--- config.mk ---
export PLATFORM = sky130hd
export DESIGN_NAME = mul
export DESIGN_NICKNAME = d
export VERILOG_FILES = /design/src/rtl/mul_pkg.sv /design/src/rtl/mul_ctrl.sv /design/src/rtl/mul.sv
export SDC_FILE = /design/constraint.sdc
export NUM_CORES = 1
export LEC_CHECK = 0
export BUFFER_PORTS_ARGS = -buffer_cell sky130_fd_sc_hd__buf_2
export CORE_MARGIN = 2
export CORE_UTILIZATION = 55
export CTS_BUF_LIST = sky130_fd_sc_hd__clkbuf_8
export CTS_CLUSTER_DIAMETER = 80
export DETAILED_ROUTE_END_ITERATION = 7
export PLACE_DENSITY = 0.79
export SYNTH_ARGS = -nofsm -noshare
export SYNTH_HDL_FRONTEND = slang
export SYNTH_HIERARCHICAL = 1
export SYNTH_SLANG_ARGS = --single-unit
--- constraint.sdc ---
create_clock -name i_clk -period 2.9 [get_ports i_clk]
set_input_delay 0.435 -clock i_clk [delete_from_list [all_inputs] [get_ports i_clk]]
set_output_delay 0.435 -clock i_clk [all_outputs]
set_load 0.01 [all_outputs]
--- src/rtl/mul_pkg.sv ---
// Shared types and defaults for the mul shift-add multiplier.
package mul_pkg;

    localparam int MUL_A_W = 4;
    localparam int MUL_B_W = 4;
    localparam int MUL_Y_W = 16;

    typedef enum logic [1:0] {
        IDLE = 2'd0,
        CALC = 2'd1,
        DONE = 2'd2
    } mul_state_e;

    // Counter must hold 0..B_W.
    function automatic int cnt_width(input int b_w);
        return $clog2(b_w + 1);
    endfunction

endpackage

--- src/rtl/mul_ctrl.sv ---
// FSM and bit counter for mul: sequences B_W step cycles per accepted start.
module mul_ctrl
    import mul_pkg::*;
#(
    parameter int B_W   = MUL_B_W,
    parameter int CNT_W = cnt_width(MUL_B_W)
) (
    input  logic             i_clk,
    input  logic             i_rst_n,
    input  logic             i_start,
    output logic             o_busy,
    output logic             o_done,
    output logic             o_load,
    output logic             o_step,
    output logic             o_last,
    output logic [CNT_W-1:0] o_cnt
);

    mul_state_e       r_state;
    mul_state_e       w_state_next;
    logic [CNT_W-1:0] r_cnt;
    logic             w_last;

    assign w_last = (r_state == CALC) && (r_cnt == CNT_W'(B_W - 1));

    always_comb begin
        w_state_next = r_state;
        case (r_state)
            IDLE:    if (i_start) w_state_next = CALC;
            CALC:    if (w_last) w_state_next = DONE;
            DONE:    w_state_next = i_start ? CALC : IDLE;
            default: w_state_next = IDLE;
        endcase
    end

    always_ff @(posedge i_clk or negedge i_rst_n) begin
        if (!i_rst_n) begin
            r_state <= IDLE;
            r_cnt   <= '0;
        end else begin
            r_state <= w_state_next;
            if (o_load) begin
                r_cnt <= '0;
            end else if (o_step) begin
                r_cnt <= r_cnt + 1'b1;
            end
        end
    end

    assign o_busy = (r_state == CALC);
    assign o_done = (r_state == DONE);
    assign o_load = i_start && (r_state != CALC);
    assign o_step = (r_state == CALC);
    assign o_last = w_last;
    assign o_cnt  = r_cnt;

endmodule

--- src/rtl/mul.sv ---
// Sequential shift-add multiplier, one multiplier bit per clock.
// Define MUL_SIGNED_EN for two's-complement operands (sign-magnitude internally).
module mul
    import mul_pkg::*;
#(
    parameter int A_W = MUL_A_W,
    parameter int B_W = MUL_B_W,
    parameter int Y_W = MUL_Y_W
) (
    input  logic           i_clk,
    input  logic           i_rst_n,
    input  logic           i_start,
    input  logic [A_W-1:0] i_a,
    input  logic [B_W-1:0] i_b,
    output logic           o_busy,
    output logic           o_done,
    output logic [Y_W-1:0] o_y
);

    localparam int CNT_W = cnt_width(B_W);

    if (Y_W < A_W + B_W) begin : g_width_check
        $error("mul: Y_W must be >= A_W + B_W");
    end

    logic             w_load;
    logic             w_step;
    logic             w_last;
    logic [CNT_W-1:0] w_cnt;

    logic [A_W-1:0]   r_a;
    logic [B_W-1:0]   r_b;
    logic [Y_W-1:0]   r_acc;
    logic [Y_W-1:0]   r_y;

    logic [A_W-1:0]   w_a_mag;
    logic [B_W-1:0]   w_b_mag;
    logic [Y_W-1:0]   w_addend;
    logic [Y_W-1:0]   w_acc_next;
    logic [Y_W-1:0]   w_y_load;

    mul_ctrl #(
        .B_W   (B_W),
        .CNT_W (CNT_W)
    ) u_ctrl (
        .i_clk   (i_clk),
        .i_rst_n (i_rst_n),
        .i_start (i_start),
        .o_busy  (o_busy),
        .o_done  (o_done),
        .o_load  (w_load),
        .o_step  (w_step),
        .o_last  (w_last),
        .o_cnt   (w_cnt)
    );

`ifdef MUL_SIGNED_EN
    logic r_neg;
    logic w_neg;

    // Magnitude of the most-negative value wraps to itself, which is correct as unsigned.
    assign w_a_mag  = i_a[A_W-1] ? A_W'(~i_a + 1'b1) : i_a;
    assign w_b_mag  = i_b[B_W-1] ? B_W'(~i_b + 1'b1) : i_b;
    assign w_neg    = i_a[A_W-1] ^ i_b[B_W-1];
    assign w_y_load = r_neg ? Y_W'(~w_acc_next + 1'b1) : w_acc_next;

    always_ff @(posedge i_clk or negedge i_rst_n) begin
        if (!i_rst_n) begin
            r_neg <= 1'b0;
        end else if (w_load) begin
            r_neg <= w_neg;
        end
    end
`else
    assign w_a_mag  = i_a;
    assign w_b_mag  = i_b;
    assign w_y_load = w_acc_next;
`endif

    assign w_addend   = r_b[0] ? (Y_W'(r_a) << w_cnt) : '0;
    assign w_acc_next = r_acc + w_addend;

    always_ff @(posedge i_clk or negedge i_rst_n) begin
        if (!i_rst_n) begin
            r_a   <= '0;
            r_b   <= '0;
            r_acc <= '0;
            r_y   <= '0;
        end else if (w_load) begin
            r_a   <= w_a_mag;
            r_b   <= w_b_mag;
            r_acc <= '0;
        end else if (w_step) begin
            r_acc <= w_acc_next;
            r_b   <= r_b >> 1;
            if (w_last) begin
                r_y <= w_y_load;
            end
        end
    end

    assign o_y = r_y;

endmodule

### Word level (Yosys, flattened, before mapping)

Index checks and enable logic that the tools add are counted.

* word-level logic and storage cells: 33
* bits in registers: 45
* input bits: 11

* eq/ne operators: 6
* bitwise operators: 1
* add/subtract/negate cells: 2
* shifts and indexed selects: 1
* reduce and logical (&&, ||, !) cells: 6
* multiplexer cells: 11

Operator list (count)
* 16-bit two-way mux: 3
* 16-bit adder: 1
* 4-bit by 3-bit << shifter with 16-bit output: 1
* 4-bit two-way mux: 2
* 3-bit two-way mux: 2
* 2-bit one-hot mux with 3 select lines: 1
* 2-bit two-way mux: 2
* 2-bit by 1-bit != test with 1-bit output, second input constant: 2
* 3-bit by 1-bit adder with 3-bit output, second input constant: 1
* 3-bit by 2-bit equality test with 1-bit output, second input constant: 1
* 3-bit AND reduction: 1
* 2-bit by 1-bit equality test with 1-bit output, second input constant: 1
* 2-bit equality test, second input constant: 1
* 1-bit logical AND: 2
* 2-bit logical NOT: 1
* 2-bit != test, second input constant: 1
* 2-bit AND reduction: 1
* 2-bit nonzero test: 1
* 1-bit two-way mux: 1
* 1-bit NOT: 1

### Depth between registers and ports, before layout

Gate-level depths: netlist of the first run.

* word-level depth: 5
* depth in mapped cells: 13

### Hierarchy

Netlist of the first run, hierarchy kept.

By module, submodules not included
* mul: instances 1, cells each 267, area an instance 2493.6 sq um, seq. area each 1001.0 sq um
* mul_ctrl: instances 1, cells each 25, area an instance 270.3 sq um, seq. area each 125.1 sq um

### Worst setup path after synthesis of the first run

Ideal clock, no wire load.

* kind: reg2reg
* start point: register u_ctrl.r_cnt[0] (netlist: u_ctrl/o_cnt[0])
* end point: register r_acc[14]
* cell stages (with the launch flop): 13
* required time: 2.831 ns
* path slack: -0.036 ns
* buffers on the path: 1
* data arrival time: 2.867 ns
* period minus slack after synthesis: 2.936 ns
* cells stage by stage: dfrtp_1 clkbuf_1 mux2_2 a21oi_1 o21ai_0 and2_1 ha_1 a21oi_2 o21ai_2 a211oi_4 nor3b_4 or4b_1 nand3_1

* word-level cells in the longest chain between the ends: 5

RTL lines
* start, declared: line mul_ctrl.sv:21 `logic [CNT_W-1:0] r_cnt;`
* start signal, assigned: line mul_ctrl.sv:45 `r_cnt <= r_cnt + 1'b1;`
* 4-bit by 3-bit << shifter with 16-bit output: line mul.sv:80 `assign w_addend = r_b[0] ? (Y_W'(r_a) << w_cnt) : '0;`
* 16-bit two-way mux: line mul.sv:80
* 16-bit adder: line mul.sv:81 `assign w_acc_next = r_acc + w_addend;`
* 16-bit two-way mux: line mul.sv:93 `end else if (w_step) begin`
* 16-bit two-way mux: line mul.sv:89 `end else if (w_load) begin`
* end signal, assigned: line mul.sv:94 `r_acc <= w_acc_next;`
* end, declared: line mul.sv:33 `logic [Y_W-1:0] r_acc;`

No other way between the ends. The select of a mux whose other input is x is not followed.
A chain may end at the register's enable or synchronous reset.

### Final worst setup path of the first run

* start point: register r_a[2]
* end point: register r_acc[15]

* word-level cells in the longest chain between the ends: 5

RTL lines
* start, declared: line mul.sv:31 `logic [A_W-1:0] r_a;`
* start signal, assigned: line mul.sv:90 `r_a <= w_a_mag;`
* 4-bit by 3-bit << shifter with 16-bit output: line mul.sv:80
* 16-bit two-way mux: line mul.sv:80
* 16-bit adder: line mul.sv:81
* 16-bit two-way mux: line mul.sv:93
* 16-bit two-way mux: line mul.sv:89

No other way between the ends. The select of a mux whose other input is x is not followed.

==> results of run 1 <==
==> cells in the final DEF, fill, tap and decap left out, types with 2 or more instances in the layout <==
cell,instances
mux2i_1,12
buf_2,28
or3_1,2
mux2i_2,2
and2_1,3
inv_1,10
nand4_1,2
dfrtp_1,45
o211ai_1,2
nand3_1,9
nor3_1,6
a211oi_1,3
buf_4,6
a21oi_1,8
ha_1,11
o21bai_1,2
nand2_1,30
xor2_1,7
nor2_1,32
nor3b_1,6
mux2_2,12
xnor2_1,5
nand2b_1,8
o21ai_0,22
a21oi_2,3
nor2b_1,6
clkbuf_8,5
==> metrics by stage <==
stage / util (%) / cell area [um2] / setup slack [ps] / power (mW)
floorplan: - / 2770 / 39.0 / 2.10
global placement: 61.5 / 2940 / 166 / 2.39
CTS: 63.2 / 3020 / 82.5 / 2.81
global route: 64.4 / 3080 / 1.10 / 3.06
detailed placement: 61.5 / 2940 / 100 / 2.44
finish: 64.4 / 3080 / 95.7 / 2.82
==> metal layers <==
layer | track usage, % | vias up | routed length (um)
met1 | 28.4 | 1016 | 2600
met4 | 6.55 | 0 | 83
met2 | 33.9 | 40 | 2590
met3 | 4.55 | 8 | 174
met5 | 0 | - | 0
li1 | - | 1070 | -
==> cell families (layout without fill, tap and decap cells) <==
group           after synthesis  count (layout)
flops                        45              45
xor+xnor                     12              12
simple gates                114             114
fa+ha+maj                    14              14
buf+inv                      25              49
compound gates               55              55
mux                          27              27
==> synthesized netlist by cell type (all sizes together), types with 7 or more instances <==
master and n:
dfrtp 45, nor2 32, nand2 30, o21ai 25
mux2i 14, ha 13, mux2 13, a21oi 12
clkbuf 11, nand2b 9, nand3 9, nor3b 8
buf 7, inv 7, xor2 7
==> worst max-delay path: cells and delay by family, from the launching register on <==
kind / cells / cell delay (ps)
simple gates: 5 / 1000
compound gates: 5 / 650
flops: 1 / 420
fa+ha+maj: 1 / 380
mux: 1 / 280
==> registers in the layout, summed over array words and instances (netlist names) <==
| register | flops |
|---|---|
| u_ctrl/r_state | 2 |
| o_y | 16 |
| r_b | 4 |
| r_acc | 16 |
| r_a | 4 |
| u_ctrl/o_cnt | 3 |
==> how the worst max path moves through the flow <==
stage               slack [ps]  depth (start not counted)        end             from
floorplan                   40                         12  r_acc[14]  u_ctrl/o_cnt[0]
global placement           170                         11  r_acc[14]  u_ctrl/o_cnt[0]
detailed placement         100                         12    o_y[13]  u_ctrl/o_cnt[0]
CTS                         80                         12    o_y[13]  u_ctrl/o_cnt[0]
global route                 1                         12  r_acc[13]  u_ctrl/o_cnt[0]
finish                     100                         12  r_acc[15]           r_a[2]
==> power groups by stage <==
stage	sequential, mW	clock (mW)	combinational [mW]
floorplan	1.04	0	1.06
global placement	1.03	0	1.35
detailed placement	1.05	0	1.39
CTS	1.03	0.373	1.40
global route	1.07	0.403	1.59
finish	1.04	0.360	1.42
==> timing repair <==
action,in CTS,in global routing
endpoints found under the hold margin,0,0
gates resized for setup,0,10
buffers inserted,0,1
hold buffers,0,0
endpoints found under the setup margin,0,11
==> final cells by class <==
class                      count  share of cell area, %
clock inverter                 3                  0.365
inverter                       7                  0.852
clock buffer                   5                   2.23
timing repair buffer          34                   6.00
multi-input combinational    222                   51.3
tap                           67                   2.72
sequential                    45                   36.5
==> metrics.txt, run 1 <==
num ports 29; Async SR Flop Fraction 100%; sequential area share after synthesis between 40% and 50%; via count around 2.1k; global-route wire length before repair 8.93 mm; critical-path maximum fanout 5; max_cap viols 0; Final Wtd Congestion between 0.9 and 1; storage element area approximately 1100 um2; Worst Path Class, Setup flip-flop to flip-flop; Num CTS Buffers 5; Synth area leader dfrtp_1; Logic pwr share around 50%; crit path cell chain mux2_2 > nor2_1 > nand3b_1 > o21ai_0 > and2_1 > ha_2 > a21oi_2 > o21ai_0 > or3_4 > o21ai_4 > or3_1 > a21oi_1; Via density between 5 and 6; Avg Synthesized Cell Area 9.47 um2; Multi-input gate area around 1600 um2; internal power ~1.7 mW; Clk pin slew, worst setup/hold paths 80 ps; Core ar. ~4800 um2; CTS root buf clkbuf_8; period utilization a little over nine tenths; R2R setup slack about 96 ps; die area between 5000 and 6000 um2; element type at the critical path end flip-flop; hold slack slightly below 300 ps; clk_skew between 4 and 5 ps; EDFF count, synth 0; Final Net Count 340; DRC Markers 0; n_diodes 0; initial antenna violation count 0; clk_lat worst skew about 300 ps; Post-Syn Instances ~290; Sw Ratio around 40%; Max clock buf depth 2; Yosys Warn Count 6; DRT iter0 DRCs 157; post-synthesis mux area share around a tenth; worst slew pin tran 994 ps; r2r endpoint r_acc[15]; Post-DRT Antenna Nets 0; Worst R2R Path Depth 12; Slew headroom between 30% and 40%; unrepaired setup endpoints after global routing false; vias in the first global route 1,889; Synth Area in XOR/XNOR between 3 and 4%; CTS tree built; status complete, no violations; Clock Sinks 45; Final Non-Filler Cells around 380; mapped cell area 2760 um2; total wire length 5.45 mm; Startpoint Class flip-flop; fill count 406; HP Class input pin to async pin; Post-Place Cells about 370; Die Span X 74.9 um; Worst EP arrival between 3000 and 4000 ps; Area contributors post-synth dfrtp_1 41%, ha_1 5.9%, mux2i_1 5.1%, mux2_2 4.9%, nor2_1 4.3%; crit-path most repeated cell o21ai_0; count of final hold-check violations 0; Post-DP HPWL 3.90 mm; largest family of logic cells by synthesized area simple AND/OR/NAND/NOR gates; Most used DFF post-synth dfrtp_1; Simple-Gate Fraction of Synth Area between 20% and 30%; grt total ovfl 0; Power Density a little over 900 nW/um2; Syn Nets 317; Synth top area share 40.7%; Cell variety after synth 52; port bufs 28; iteration count of the initial detailed-routing pass 5; Crit-path slowest cell dfrtp_1; flops & latches, synth 45; compound-gate portion of the synthesized area 13.3%; Sequential Power Share between 30 and 40%; initial core utilization 57.8%; required time of the critical path roughly 3100 ps; H-tree depth 2; Die Span Y between 70 and 80 um; DR WL/cell between 10 and 15 um; # rows 25; GRT Overall Usage about a fifth; worst vdd ir ~0.00049 V; adder and majority gate portion of the synthesized area 6.61%; Final Slew Violations 0; Area Overhead vs Synth 11.6%; origin of the critical flop-to-flop path r_a[2]; crit-path max cell delay approximately 420 ps; Clock power frac 12.7%; setup tns final 0 ps; Setup Viol. Count Final 0; largest net degree at the start of global routing 46; Max Freq between 300 and 400 MHz; Psw approximately 1.2 mW; layout cells sized above 1 22.2%; static leakage between 1 and 1.5 nW; crit path time final between 2000 and 3000 ps
(Power assumes the default switching activity.)
==> run 2, diff against run 1 <==
--- a/config.mk
+++ b/config.mk
@@ -6,12 +6,14 @@
 export NUM_CORES = 1
 export LEC_CHECK = 0
 export BUFFER_PORTS_ARGS = -buffer_cell sky130_fd_sc_hd__buf_2
+export CORE_ASPECT_RATIO = 1.1
 export CORE_MARGIN = 2
 export CORE_UTILIZATION = 55
 export CTS_BUF_LIST = sky130_fd_sc_hd__clkbuf_8
 export CTS_CLUSTER_DIAMETER = 80
 export DETAILED_ROUTE_END_ITERATION = 7
 export PLACE_DENSITY = 0.79
+export RECOVER_POWER = 50
 export SYNTH_ARGS = -nofsm -noshare
 export SYNTH_HDL_FRONTEND = slang
 export SYNTH_HIERARCHICAL = 1
==> metrics.txt, run 2 (synthesized netlist as in run 1, its figures left out) <==
layout cells sized above 1 25.7% (+3.5 points); CTS tree built; port bufs 28 (unchanged); Logic pwr share 50.4% (about the same); total wire length 5.79 mm (+6.2%); clk_skew 8.05 ps (+3.66 ps); Via density 5.80 (+4.0%); worst slew pin tran 982 ps (-12.2 ps); Power Density 935 nW/um2 (+2.1%); worst vdd ir 0.000516 V (+6.1%); Final Wtd Congestion 0.962 (+3.2%); Post-DP HPWL 3.82 mm (-1.9%); crit path cell chain mux2_2 > nor2_2 > nand3b_1 > o21ai_0 > and2_1 > ha_4 > a21oi_2 > o21ai_1 > or3_4 > o211ai_1 > xor2_1 > nor2_1; Placed Instance Area 2940 um2 (-0.13%); Startpoint Class flip-flop; DRC Markers 0 (unchanged); Max Freq 362 MHz (+1.6%); count of final hold-check violations 0 (unchanged); DRT iter0 DRCs 175 (+11%); Die Span X 71.6 um (-4.4%); Final Power 2.98 mW (+5.5%); max_cap viols 0 (unchanged); required time of the critical path 3090 ps (-30 ps); global-route wire length before repair 9.60 mm (+7.5%); H-tree depth 2 (unchanged); critical-path maximum fanout 5 (unchanged); initial core utilization 56.0% (-1.7 points); Psw 1.22 mW (+5.1%); Clk pin slew, worst setup/hold paths 90 ps (about the same); period utilization 95.1% (-1.6 points); commonest non-fill, non-tap cells in the layout 44 x dfrtp_1, 30 x nand2_1, 30 x nor2_1; via count 2,208 (+3.5%); iteration count of the initial detailed-routing pass 4 (-1); status complete, no violations; Setup Viol. Count Final 0 (unchanged); num ports 29 (unchanged); GRT Overall Usage 21.5% (+0.50 points); vias in the first global route 2,107 (+12%); largest net degree at the start of global routing 46 (unchanged); HP Class input pin to async pin; crit-path max cell delay 380 ps (-40 ps); r2r endpoint r_acc[11]; Setup WS pre-CTS 54.8 ps (-45.7 ps); Core ar. 4930 um2 (+3.1%); # rows 27 (+8.0%); Sw Ratio 40.9% (-0.17 points); Post-Place Cells 366 (-2.1%); internal power 1.76 mW (+5.8%); R2R setup slack 140 ps (+50 ps); Worst Path Class, Setup flip-flop to flip-flop; Sequential Power Share 35.1% (-1.8 points); grt total ovfl 0 (unchanged); Worst EP arrival 2950 ps (-80 ps); Clock power frac 14.5% (+1.8 points); Final Instance Area 3190 um2 (+3.4%); origin of the critical flop-to-flop path u_ctrl/o_cnt[0]; Final Net Count 347 (+2.1%); clk_lat worst skew 300 ps (about the same); commonest non-fill, non-tap cell in the layout dfrtp_1; Crit-path slowest cell or3_4; Worst R2R Path Depth 12 (unchanged); CTS root buf clkbuf_8; Max clock buf depth 2 (unchanged); element type at the critical path end flip-flop; crit path time final 2760 ps (-45.3 ps); n_diodes 0 (unchanged); die area 5610 um2 (about the same); Final Non-Filler Cells 381 (-0.52%); static leakage 1.43 nW (+1.3%); PnR worst setup slack 141 ps (+45.3 ps); initial antenna violation count 0 (unchanged); hold buffer count at CTS 0 (unchanged); Area Overhead vs Synth 15.3%; hold slack 291 ps (+2.35 ps); DR WL/cell 15.2 um (+6.8%); Die Span Y 78.4 um (+4.6%); Post-DRT Antenna Nets 0 (unchanged); Num CTS Buffers 5 (unchanged); Final Slew Violations 0 (unchanged); Slew headroom 34.5% (+0.81 points); Clock Sinks 45 (unchanged)
## run 2: how the worst max path moves through the flow
stage / from / end / slack (ps)
CTS: u_ctrl/o_cnt[0] / r_acc[14] / 20
detailed placement: u_ctrl/o_cnt[0] / r_acc[14] / 50
global placement: u_ctrl/o_cnt[0] / r_acc[14] / 140
finish: u_ctrl/o_cnt[0] / r_acc[11] / 140
floorplan: u_ctrl/o_cnt[0] / r_acc[14] / 40
global route: u_ctrl/o_cnt[0] / r_acc[13] / -30
## run 2: critical path: cells and delay by family (launching register included)
kind,cells,cell delay (ps)
mux,1,370
flops,1,360
fa+ha+maj,1,240
simple gates,5,830
compound gates,4,660
xor+xnor,1,180
## run 2: area by class of cell
cell class / count / area (um2)
clock buffer: 7 / 96.3
clock inverter: 1 / 5.00
fill: 420 / 1740
inverter: 7 / 26.3
multi-input combinational: 222 / 1630
sequential: 45 / 1130
tap: 58 / 72.6
timing repair buffer: 41 / 233
## run 2: metrics by stage
step | util, % | TNS (ps)
after floorplan | - | 0
after global placement | 59.6 | 0
after detailed placement | 59.6 | 0
after CTS | 61.7 | 0
after global routing | 64.6 | -101
final | 64.6 | 0
## run 2: routing by layer
layer	global-route usage, %	part of all wire [%]
met1	28.2	44
met2	35.4	51
met3	4.88	4.0
met4	6.42	0.98
met5	0	0
## run 2: repair_timing
| action | in CTS | in global routing |
|---|---|---|
| gates resized for setup | 0 | 22 |
| endpoints found under the hold margin | 0 | 0 |
| setup endpoints to repair | 0 | 12 |
| buffers inserted | 0 | 7 |
## run 2: power groups by stage
stage | clock network (mW) | logic (mW) | registers (mW)
2_1_floorplan | 0 | 1.06 | 1.04
3_3_place_gp | 0 | 1.37 | 1.03
3_5_place_dp | 0 | 1.41 | 1.04
4_1_cts | 0.445 | 1.41 | 1.03
5_1_grt | 0.469 | 1.68 | 1.08
6_report | 0.431 | 1.50 | 1.05
==> run 3, diff against run 2 <==
==> constraint.sdc (replaced) <==
create_clock -name i_clk -period 2.4 [get_ports i_clk]
set_input_delay 0.36 -clock i_clk [delete_from_list [all_inputs] [get_ports i_clk]]
set_output_delay 0.36 -clock i_clk [all_outputs]
set_load 0.01 [all_outputs]
==> metrics.txt, run 3 (synthesized netlist as in run 1, its figures left out) <==
status complete, but fails checks; violated checks setup timing; Post-DP HPWL 4.36 mm (+14%); H-tree depth 2 (unchanged); CP endpoint r_acc[12]; layout cells sized above 1 37.4% (+12 points); final core occ 71.2% (+6.6 points); origin of the critical flop-to-flop path u_ctrl/o_cnt[0]; hold slack 226 ps (-64.9 ps); num ports 29 (unchanged); static leakage 1.65 nW (+15%); total wire length 6.49 mm (+12%); largest net degree at the start of global routing 33 (-28%); clk_skew 9.68 ps (+1.63 ps); worst slew pin tran 1090 ps (+105 ps); Via density 5.69 (-1.9%); unrepaired setup endpoints after global routing true; vias in the first global route 2,275 (+8.0%); Final Wtd Congestion 0.948 (-1.5%); DR WL/cell 15.7 um (+3.1%); Worst EP arrival 2950 ps (about the same); initial core utilization 56.0% (unchanged); commonest non-fill, non-tap cells in the layout 45 x buf_4, 44 x dfrtp_1, 27 x nand2_1, 27 x nor2_1, 27 x buf_2; Worst Path Class, Setup flip-flop to flip-flop; clk_lat worst skew 310 ps (about the same); Clock Sinks 45 (unchanged); worst vdd ir 0.000719 V (+39%); Final Net Count 380 (+9.5%); PnR worst setup slack -297 ps (-438 ps); r2r endpoint r_acc[12]; Core ar. 4930 um2 (unchanged); Die Span X 71.6 um (unchanged); Worst R2R Path Depth 11 (-1); Final Slew Violations 0 (unchanged); crit-path max cell delay 480 ps (+100 ps); global-route wire length before repair 10.3 mm (+6.8%); GRT Overall Usage 23.1% (+1.7 points); period utilization 112% (+17 points); n_diodes 0 (unchanged); required time of the critical path 2650 ps (-440 ps); grt total ovfl 0 (unchanged); Crit-path slowest cell or4_1; port bufs 28 (unchanged); commonest non-fill, non-tap cell in the layout buf_4; HP Class input pin to async pin; CTS tree built; setup tns final -3670 ps (-3670 ps); Max clock buf depth 2 (unchanged); Crit. Startpoint u_ctrl/o_cnt[0]; Die Span Y 78.4 um (unchanged); Power Density 1130 nW/um2 (+21%); Crit path depth 11 (-1); iteration count of the initial detailed-routing pass 4 (unchanged); count of final hold-check violations 0 (unchanged); Final Power 3.99 mW (+34%); Startpoint Class flip-flop; die area 5610 um2 (unchanged); Post-DRT Antenna Nets 0 (unchanged); DRC Markers 0 (unchanged); Slew headroom 27.5% (-7.0 points); element type at the critical path end flip-flop; Setup Viol. Count Final 19 (+19); Area Overhead vs Synth 27.1%; max_cap viols 0 (unchanged); Num CTS Buffers 5 (unchanged); critical-path maximum fanout 5 (unchanged); crit path cell chain mux2_4 > a21oi_2 > buf_4 > nor2_1 > ha_1 > a21o_1 > nand2b_4 > a211oi_4 > nor3b_4 > or4_1 > nand3_1; worst path bufs/invs 1 (+1); via count 2,354 (+6.6%); initial antenna violation count 0 (unchanged); Clk pin slew, worst setup/hold paths 90 ps (about the same); crit path time final 2700 ps (-62.1 ps); # rows 27 (unchanged); CP delay by family, top simple AND/OR/NAND/NOR gates; CTS root buf clkbuf_8; DRT iter0 DRCs 103 (-41%); Max Freq 371 MHz (+2.3%); R2R setup slack -300 ps (-440 ps)
## run 3: how the worst min path moves through the flow
stage / cells after the start / endpoint / from
2_1_floorplan: 0 / o_y[0] / i_rst_n
3_3_place_gp: 1 / o_y[11] / i_rst_n
3_5_place_dp: 1 / o_y[11] / i_rst_n
4_1_cts: 1 / o_y[11] / i_rst_n
5_1_grt: 2 / r_a[3] / i_a[3]
6_report: 1 / o_y[11] / i_rst_n
## run 3: stage by stage
stage               std cells  cell area (um2)  setup slack [ps]
finish                    414             3510              -297
global route              414             3510              -397
CTS                       409             3420              -272
detailed placement        396             3240              -279
global placement          396             3240              -194
floorplan                 292             2860              -252
## run 3: power by group
group,switching [mW],leakage (nW),internal [mW],total (mW)
clock,0.260,0.0491,0.198,0.457
sequential,0.213,0.568,1.04,1.26
combinational,1.17,1.03,1.10,2.27
## run 3: per-layer routing
| metal | vias up | track usage, % | wire, um |
|---|---|---|---|
| met5 | - | 0 | 0 |
| met4 | 0 | 8.87 | 214 |
| met3 | 19 | 4.24 | 254 |
| met2 | 67 | 40.4 | 3220 |
| met1 | 1120 | 28.1 | 2790 |
| li1 | 1148 | - | - |
## run 3: worst register-to-register path: stages (launching register included)
cell,delay [ps]
dfrtp_2,460
mux2_4,340
a21oi_2,140
buf_4,120
nor2_1,50
ha_1,230
a21o_1,200
nand2b_4,160
a211oi_4,290
nor3b_4,90
or4_1,480
nand3_1,100
## run 3: timing repair
item,CTS,global route
endpoints found under the setup margin,18,24
pin swaps,4,16
hold buffers,0,0
resized for setup,14,16
buffers inserted,5,5
hold endpoints to repair,0,0
## run 3: final cells by class
class	count	area (um2)
fill	359	1420
sequential	45	1130
tap	58	72.6
multi-input combinational	222	1720
inverter	7	26.3
clock buffer	5	68.8
timing repair buffer	74	482
clock inverter	3	13.8
